$ cat config.mk
export PLATFORM = sky130hd
export DESIGN_NAME = path_stepper
export DESIGN_NICKNAME = d
export VERILOG_FILES = /design/src/rtl/path_stepper.sv
export SDC_FILE = /design/constraint.sdc
export NUM_CORES = 1
export LEC_CHECK = 0
export BUFFER_PORTS_ARGS = -buffer_cell sky130_fd_sc_hd__buf_4
export CORE_ASPECT_RATIO = 0.5
export CORE_MARGIN = 2
export CORE_UTILIZATION = 34
export CTS_BUF_LIST = sky130_fd_sc_hd__clkbuf_4 sky130_fd_sc_hd__clkbuf_8
export DETAILED_ROUTE_END_ITERATION = 12
export HOLD_SLACK_MARGIN = 0.1
export PLACE_DENSITY = 0.5
export SETUP_SLACK_MARGIN = 0.02
export SLEW_MARGIN = 20
export SYNTH_ARGS = -nofsm -noshare
export SYNTH_HDL_FRONTEND = slang
export SYNTH_SLANG_ARGS = --single-unit
$ cat constraint.sdc
create_clock -name clk_i -period 7.2 [get_ports clk_i]
set_input_delay 0.36 -clock clk_i [delete_from_list [all_inputs] [get_ports clk_i]]
set_output_delay 0.36 -clock clk_i [all_outputs]
set_load 0.1 [all_outputs]
$ cat src/rtl/path_stepper.sv
// Streams a captured node path one node per valid/ready handshake, from slot 0 up to end_node.
// Reports done on reaching end_node, or err on a filler slot or on exhausting all slots.
module path_stepper #(
  parameter int NODE_W    = 5,
  parameter int MAX_NODES = 20,
  parameter int NO_NODE   = 31
) (
  input  logic                        clk_i,
  input  logic                        rst_i,
  input  logic                        start_i,
  input  logic [NODE_W-1:0]           end_node_i,
  input  logic [NODE_W*MAX_NODES-1:0] path_in_i,
  output logic [NODE_W-1:0]           node_out_o,
  output logic                        node_valid_o,
  input  logic                        node_ready_i,
  output logic [4:0]                  step_idx_o,
  output logic                        busy_o,
  output logic                        done_o,
  output logic                        err_o
);

  localparam int PATH_W = NODE_W * MAX_NODES;
  localparam logic [NODE_W-1:0] FILL     = NODE_W'(NO_NODE);
  localparam logic [4:0]        LAST_IDX = 5'(MAX_NODES - 1);

  typedef enum logic [1:0] {S_IDLE, S_EMIT, S_DONE, S_ERR} state_t;

  state_t              state_q, state_d;
  logic [PATH_W-1:0]   buf_q, buf_d;
  logic [NODE_W-1:0]   end_q, end_d;
  logic [4:0]          idx_q, idx_d;
  logic [NODE_W-1:0]   head;
  logic                head_fill;

  // The buffer shifts down on every transfer, so the current slot is always the low node.
  assign head      = buf_q[NODE_W-1:0];
  assign head_fill = (head == FILL);

  always_ff @(posedge clk_i or posedge rst_i) begin
    if (rst_i) begin
      state_q <= S_IDLE;
      buf_q   <= '0;
      end_q   <= '0;
      idx_q   <= '0;
    end else begin
      state_q <= state_d;
      buf_q   <= buf_d;
      end_q   <= end_d;
      idx_q   <= idx_d;
    end
  end

  always_comb begin
    state_d = state_q;
    buf_d   = buf_q;
    end_d   = end_q;
    idx_d   = idx_q;
    case (state_q)
      S_EMIT: begin
        if (head_fill) begin
          state_d = S_ERR;
        end else if (node_ready_i) begin
          if (head == end_q) begin
            state_d = S_DONE;
          end else if (idx_q == LAST_IDX) begin
            state_d = S_ERR;
          end else begin
            buf_d = {FILL, buf_q[PATH_W-1:NODE_W]};
            idx_d = idx_q + 5'd1;
          end
        end
      end
      default: begin
        if (start_i) begin
          buf_d   = path_in_i;
          end_d   = end_node_i;
          idx_d   = '0;
          state_d = S_EMIT;
        end
      end
    endcase
  end

  always_comb begin
    node_out_o   = '0;
    node_valid_o = 1'b0;
    step_idx_o   = '0;
    busy_o       = 1'b0;
    done_o       = 1'b0;
    err_o        = 1'b0;
    case (state_q)
      S_EMIT: begin
        busy_o       = 1'b1;
        node_out_o   = head;
        node_valid_o = !head_fill;
        step_idx_o   = idx_q;
      end
      S_DONE: begin
        done_o     = 1'b1;
        step_idx_o = idx_q;
      end
      S_ERR: begin
        err_o      = 1'b1;
        step_idx_o = idx_q;
      end
      default: ;
    endcase
  end

endmodule

==> results of run 1 <==
==> logic make-up after synthesis <==
family / count (synthesis) / synth area share [%]
flip-flops: 112 / 45.7
adder cells (fa/ha/maj): 1 / 0.204
AND/OR/NAND/NOR: 314 / 20.4
buffers and inverters: 42 / 5.49
multiplexers: 107 / 25.3
AO/OA/AOI/OAI: 15 / 1.98
XOR/XNOR: 6 / 0.857
==> layer usage <==
| layer | vias to the layer above | track usage [%] |
|---|---|---|
| met5 | - | 0 |
| met4 | 0 | 2.62 |
| met3 | 6 | 3.70 |
| met2 | 64 | 22.0 |
| met1 | 1968 | 21.2 |
| li1 | 2120 | - |
==> sequential cells by signal, summed over array words and instances, names as in the netlist <==
register	cells
end_q	5
idx_q	5
state_q	2
buf_q	100
==> power by group <==
part / switching, mW / internal, mW
Clock: 0.216 / 0.154
Combinational: 1.13 / 1.09
Sequential: 0.189 / 0.947
Total: 1.53 / 2.19
==> synth_stat cells (all sizes together) <==
library cell  instances  area share, %
o211ai                1           0.20
nor2b                 7           0.71
o31ai                 1           0.20
nand2b                2           0.20
nor4                  2           0.20
buf                  17            4.0
nand2               279             17
dfrtp               112             46
mux2                101             24
a31oi                 1           0.10
ha                    1           0.20
xnor2                 4           0.57
o311a                 2           0.37
or3                   1           0.10
xor2                  2           0.29
nand3                 4           0.33
and2                  6           0.65
clkinv                1          0.061
a22o                  1           0.14
inv                   8           0.49
mux2i                 6           0.98
nor3                  3           0.51
a221oi                1           0.14
clkbuf               16           0.98
a221o                 1           0.16
o21ai                 6           0.49
nor2                 10           0.61
o31a                  1           0.16
==> metrics by stage <==
step / instance area (sq um) / power (mW)
2_1_floorplan: 6130 / 3.12
3_3_place_gp: 7100 / 3.36
3_5_place_dp: 7100 / 3.39
4_1_cts: 7290 / 3.78
5_1_grt: 7290 / 4.04
6_report: 7290 / 3.72
==> cell type report <==
cell class / instances / area (sq um)
well taps: 234 / 293
repair buffers: 127 / 953
fillers: 1810 / 10200
clock inverters: 3 / 23.8
flip-flops and latches: 112 / 2800
multi-input cells: 443 / 3010
inverters: 9 / 37.5
clock buffers: 13 / 166
==> worst paths after layout <==
| check | cells after the start | endpoint | slack, ns |
|---|---|---|---|
| setup / recovery | 6 | buf_q[7] | 3.83 |
| min in group clk_i | 2 | state_q[0] | 0.19 |
| setup reg to reg | 6 | buf_q[7] | 3.83 |
| max in group asynchronous | 3 | buf_q[2] | 5.89 |
| hold / removal | 2 | buf_q[83] | 0.11 |
| hold reg to reg | 1 | buf_q[28] | 0.52 |
==> impl_metrics.json, run 1 <==
{
  "status": "completed",
  "cpMaxStageDelayCell": "buf_4",
  "worst_pin_slew_ns": 0.979,
  "hold_buffers": 0,
  "grt_start_max_net_pins": 63,
  "dieWidth_microns": 194,
  "holdCritPathClass": "in2async",
  "ant_nets": 0,
  "period_share_pct": 46.8,
  "final_cells": 941,
  "totalWireLength_microns": 13400,
  "utilization_pct": 41.6,
  "dr.pass1.iters": 4,
  "wl_met3_microns": 493,
  "place_ws_ns": 3.81,
  "path_cells": "nand2b_4 > clkinv_2 > o211ai_2 > o31ai_4 > buf_4 > mux2_4",
  "slew_violations": 0,
  "powerDensity_nw_per_um2": 511,
  "cts_made_buffers": 9,
  "timing.fmax_mhz": 297,
  "cp-end-kind": "register",
  "cts_max_path_buffers": 2,
  "crit_path_start": "state_q[1]",
  "cts_resized": 0,
  "top_layer_used": "met4",
  "cts_max_level": 3,
  "path_max_fanout": 55,
  "rsz0062_at_grt": "no",
  "area_delta_synth_final_pct": 18.8,
  "overflow": 0,
  "ios": 123,
  "final.min_clock_period_ns": 3.37,
  "mostFrequentLayoutCells": "278 x nand2_1, 127 x buf_4, 112 x dfrtp_1",
  "vias": 4158,
  "critPathTopFamily": "buffers and inverters",
  "drc_errors": 0,
  "grt_pass1_vias": 4356,
  "clock_latency_ns": 0.38,
  "grt_usage_pct": 14.5,
  "fin_tns_setup_ns": 0,
  "p_leak_nw": 3.86,
  "synth.cell_area_sq_um": 6130,
  "antenna_found_initial": 0,
  "cts_tree": "done",
  "syn_avg_cell_area_sq_um": 10.3,
  "wl_per_cell_microns": 14.2,
  "hold_violations": 0,
  "clockRootBuffer": "clkbuf_8",
  "layout_commonest_cell": "nand2_1",
  "clock_skew_ns": 0.0118,
  "synth_cells": 597,
  "dp.cells": 925,
  "critPathBufInv": 2,
  "core_sq_um": 17500,
  "die_h_microns": 99.0,
  "drt_iter0_drc": 154,
  "port_buffers": 122,
  "maxCapViolations": 0,
  "grt_pass1_wl_microns": 22100,
  "layout-drive-gt1-share_pct": 36.4,
  "drt-met1-wl_microns": 6980,
  "hpwl_microns": 8930,
  "clkTransAtPathRegs_ns": 0.10,
  "antenna_cells": 0,
  "gp_congestion": 0.712,
  "rows": 34,
  "critPathMaxStageDelay_ns": 0.78,
  "syn-num-nets": 707,
  "synth.distinct_cells": 34,
  "cts_sinks": 112,
  "post_cts_buffers": 0,
  "crit_type": "reg2reg",
  "yosysSeqAreaShare_pct": 45.7,
  "met2_length_microns": 5840,
  "via_per_inst": 4.42,
  "ir_drop_mv": 0.408,
  "critPathArrivalTime_ns": 3.64,
  "ys_ff_latch": 112,
  "fin_ws_ns": 3.83,
  "whs_ns": 0.107,
  "start_kind": "register",
  "setup_viol": 0,
  "fp.dieArea_sq_um": 19200,
  "worst_slew_margin_rel_pct": 34.7,
  "fin_nets": 812,
  "synth_warnings": 0,
  "required_ns": 7.47,
  "initial_utilization_pct": 35.0,
  "worstReg2RegStart": "state_q[1]"
}
Power figures use the tool's default switching activity.
==> run 2: changes to the inputs <==
--- a/config.mk
+++ b/config.mk
@@ -12,7 +12,7 @@
 export CTS_BUF_LIST = sky130_fd_sc_hd__clkbuf_4 sky130_fd_sc_hd__clkbuf_8
 export DETAILED_ROUTE_END_ITERATION = 12
 export HOLD_SLACK_MARGIN = 0.1
-export PLACE_DENSITY = 0.5
+export PLACE_DENSITY = 0.52
 export SETUP_SLACK_MARGIN = 0.02
 export SLEW_MARGIN = 20
 export SYNTH_ARGS = -nofsm -noshare
==> constraint.sdc (replaced) <==
create_clock -name clk_i -period 3 [get_ports clk_i]
set_input_delay 0.15 -clock clk_i [delete_from_list [all_inputs] [get_ports clk_i]]
set_output_delay 0.15 -clock clk_i [all_outputs]
set_load 0.1 [all_outputs]
==> run 2 against run 1 <==
  * Design area is 12% higher
  * Cell count is 8.7% higher
  * Count of clock-buffer cells in the layout is 3 lower
  * Clock skew grew 0.0057 ns
  * Critical path depth decreased by 1
  * Largest cell class unchanged
  * Largest power group unchanged
==> impl_metrics.json, run 2 (synthesis results as in run 1) <==
{
  "status": "completed",
  "grt_pass1_wl_microns": 23600,
  "overflow": 0,
  "p_leak_nw": 4.22,
  "dr.pass1.iters": 4,
  "dp.cells": 928,
  "holdCritPathClass": "in2reg",
  "layout-drive-gt1-share_pct": 33.0,
  "mostFrequentLayoutCells": "278 x nand2_1, 127 x buf_4, 112 x dfrtp_1",
  "cts_max_level": 3,
  "final.min_clock_period_ns": 2.46,
  "clkTransAtPathRegs_ns": 0.12,
  "drc_errors": 0,
  "reg_top3": "buf_q x100, end_q x5, idx_q x5",
  "wl_per_cell_microns": 13.8,
  "hold_violations": 0,
  "initial_utilization_pct": 35.0,
  "ant_nets": 0,
  "area_delta_synth_final_pct": 32.8,
  "fin_nets": 894,
  "crit_type": "reg2reg",
  "grt_usage_pct": 15.2,
  "multi_input_area_sq_um": 3010,
  "start_kind": "register",
  "cts_sinks": 112,
  "drt_iter0_drc": 175,
  "core_sq_um": 17500,
  "antenna_cells": 0,
  "final_cells": 1023,
  "port_buffers": 122,
  "clock_skew_ns": 0.0175,
  "vias": 4511,
  "cp-end-kind": "register",
  "cts_tree": "done",
  "ir_drop_mv": 0.868,
  "period_share_pct": 82.1,
  "placedInstanceArea_sq_um": 7150,
  "worstReg2RegStart": "state_q[1]",
  "clockRootBuffer": "clkbuf_8",
  "critPathArrivalTime_ns": 2.77,
  "worst_pin_slew_ns": 1.02,
  "rows": 34,
  "layout_commonest_cell": "nand2_1",
  "hold_path_depth": 4,
  "gp_congestion": 0.738,
  "worst_slew_margin_rel_pct": 32.2,
  "powerDensity_nw_per_um2": 1120,
  "maxCapViolations": 0,
  "fin_tns_setup_ns": 0,
  "ios": 123,
  "holdCritStartpoint": "path_in_i[67]",
  "antenna_found_initial": 0,
  "totalWireLength_microns": 14100,
  "dieWidth_microns": 194,
  "rsz0062_at_grt": "no",
  "hpwl_microns": 9010,
  "setup_viol": 0,
  "reg2reg_depth": 5,
  "rr_endpoint": "state_q[0]",
  "whs_ns": 0.115,
  "top_register": "buf_q",
  "grt_start_max_net_pins": 103,
  "clock_latency_ns": 0.38,
  "design_area_sq_um": 8150,
  "cts_max_path_buffers": 2,
  "largest_reg_flops": 100,
  "holdPathEnd": "buf_q[67]",
  "path_max_fanout": 101,
  "fp.dieArea_sq_um": 19200,
  "r2r_slack_ns": 0.54,
  "grt_pass1_vias": 4657,
  "ff_latch_area_sq_um": 2800,
  "die_h_microns": 99.0,
  "required_ns": 3.31,
  "fillCellCount": 1710,
  "cts_made_buffers": 9,
  "via_per_inst": 4.41,
  "slew_violations": 0,
  "timing.fmax_mhz": 406
}
## run 2: cell types whose count changed in the layout (fill, tap and decap cells not counted)
cell,before,now
bufinv_16,0,1
inv_8,0,1
clkinvlp_4,2,1
buf_12,0,2
clkbuf_4,2,1
clkbuf_8,11,9
buf_6,0,1
dlygate4sd3_1,0,79
inv_4,1,0
clkinv_4,0,3
## run 2: worst max-delay path by stage
| stage | startpoint | to | cells after the start |
|---|---|---|---|
| 4_1_cts | state_q[1] | node_out_o[4] | 5 |
| 6_report | state_q[1] | state_q[0] | 5 |
| 3_3_place_gp | buf_q[4] | buf_q[63] | 6 |
| 3_5_place_dp | buf_q[4] | buf_q[83] | 6 |
| 2_1_floorplan | state_q[1] | state_q[0] | 5 |
| 5_1_grt | state_q[1] | state_q[0] | 5 |
## run 2: power by group
group	total, mW	switching (mW)	internal (mW)
logic	5.47	2.78	2.69
clock network	0.953	0.543	0.410
registers	2.71	0.440	2.27
total	9.13	3.76	5.37
## run 2: per-layer routing
layer | share of wire [%] | vias to the layer above | wire length (microns) | track usage (%)
met5 | 0 | - | 0 | 0
met4 | 0.84 | 0 | 119 | 3.32
met3 | 2.8 | 13 | 390 | 2.77
met2 | 45 | 65 | 6290 | 23.7
met1 | 52 | 2151 | 7310 | 22.2
li1 | - | 2282 | - | -
## run 2: worst max-delay path, cell delays in order, from the launching register on
cell	delay, ns
dfrtp_1	0.43
nand2b_4	0.17
buf_4	0.79
nor2_1	0.21
a31oi_1	0.24
dlygate4sd3_1	0.57
## run 2: cell type report
cell class,count,share of cell area [%]
timing repair buffer,209,22.0
clock buffer,10,1.61
inverter,9,0.476
clock inverter,6,0.937
multi-input combinational,443,36.9
tap,234,3.59
sequential,112,34.4
## run 2: what timing repair did
action | CTS | global route
gates resized for setup | 0 | 0
setup buffers | 0 | 0
hold endpoints to repair | 115 | 0
hold buffers | 79 | 0
## run 2: through the flow
| step | setup WS [ns] | power (mW) | utilization, % |
|---|---|---|---|
| after global routing | 0.271 | 9.86 | 46.5 |
| after floorplan | 0.336 | 7.49 | - |
| after detailed placement | 0.720 | 8.18 | 40.8 |
| after CTS | 0.340 | 9.25 | 46.5 |
| final | 0.537 | 9.13 | 46.5 |
| after global placement | 0.756 | 8.09 | 40.8 |
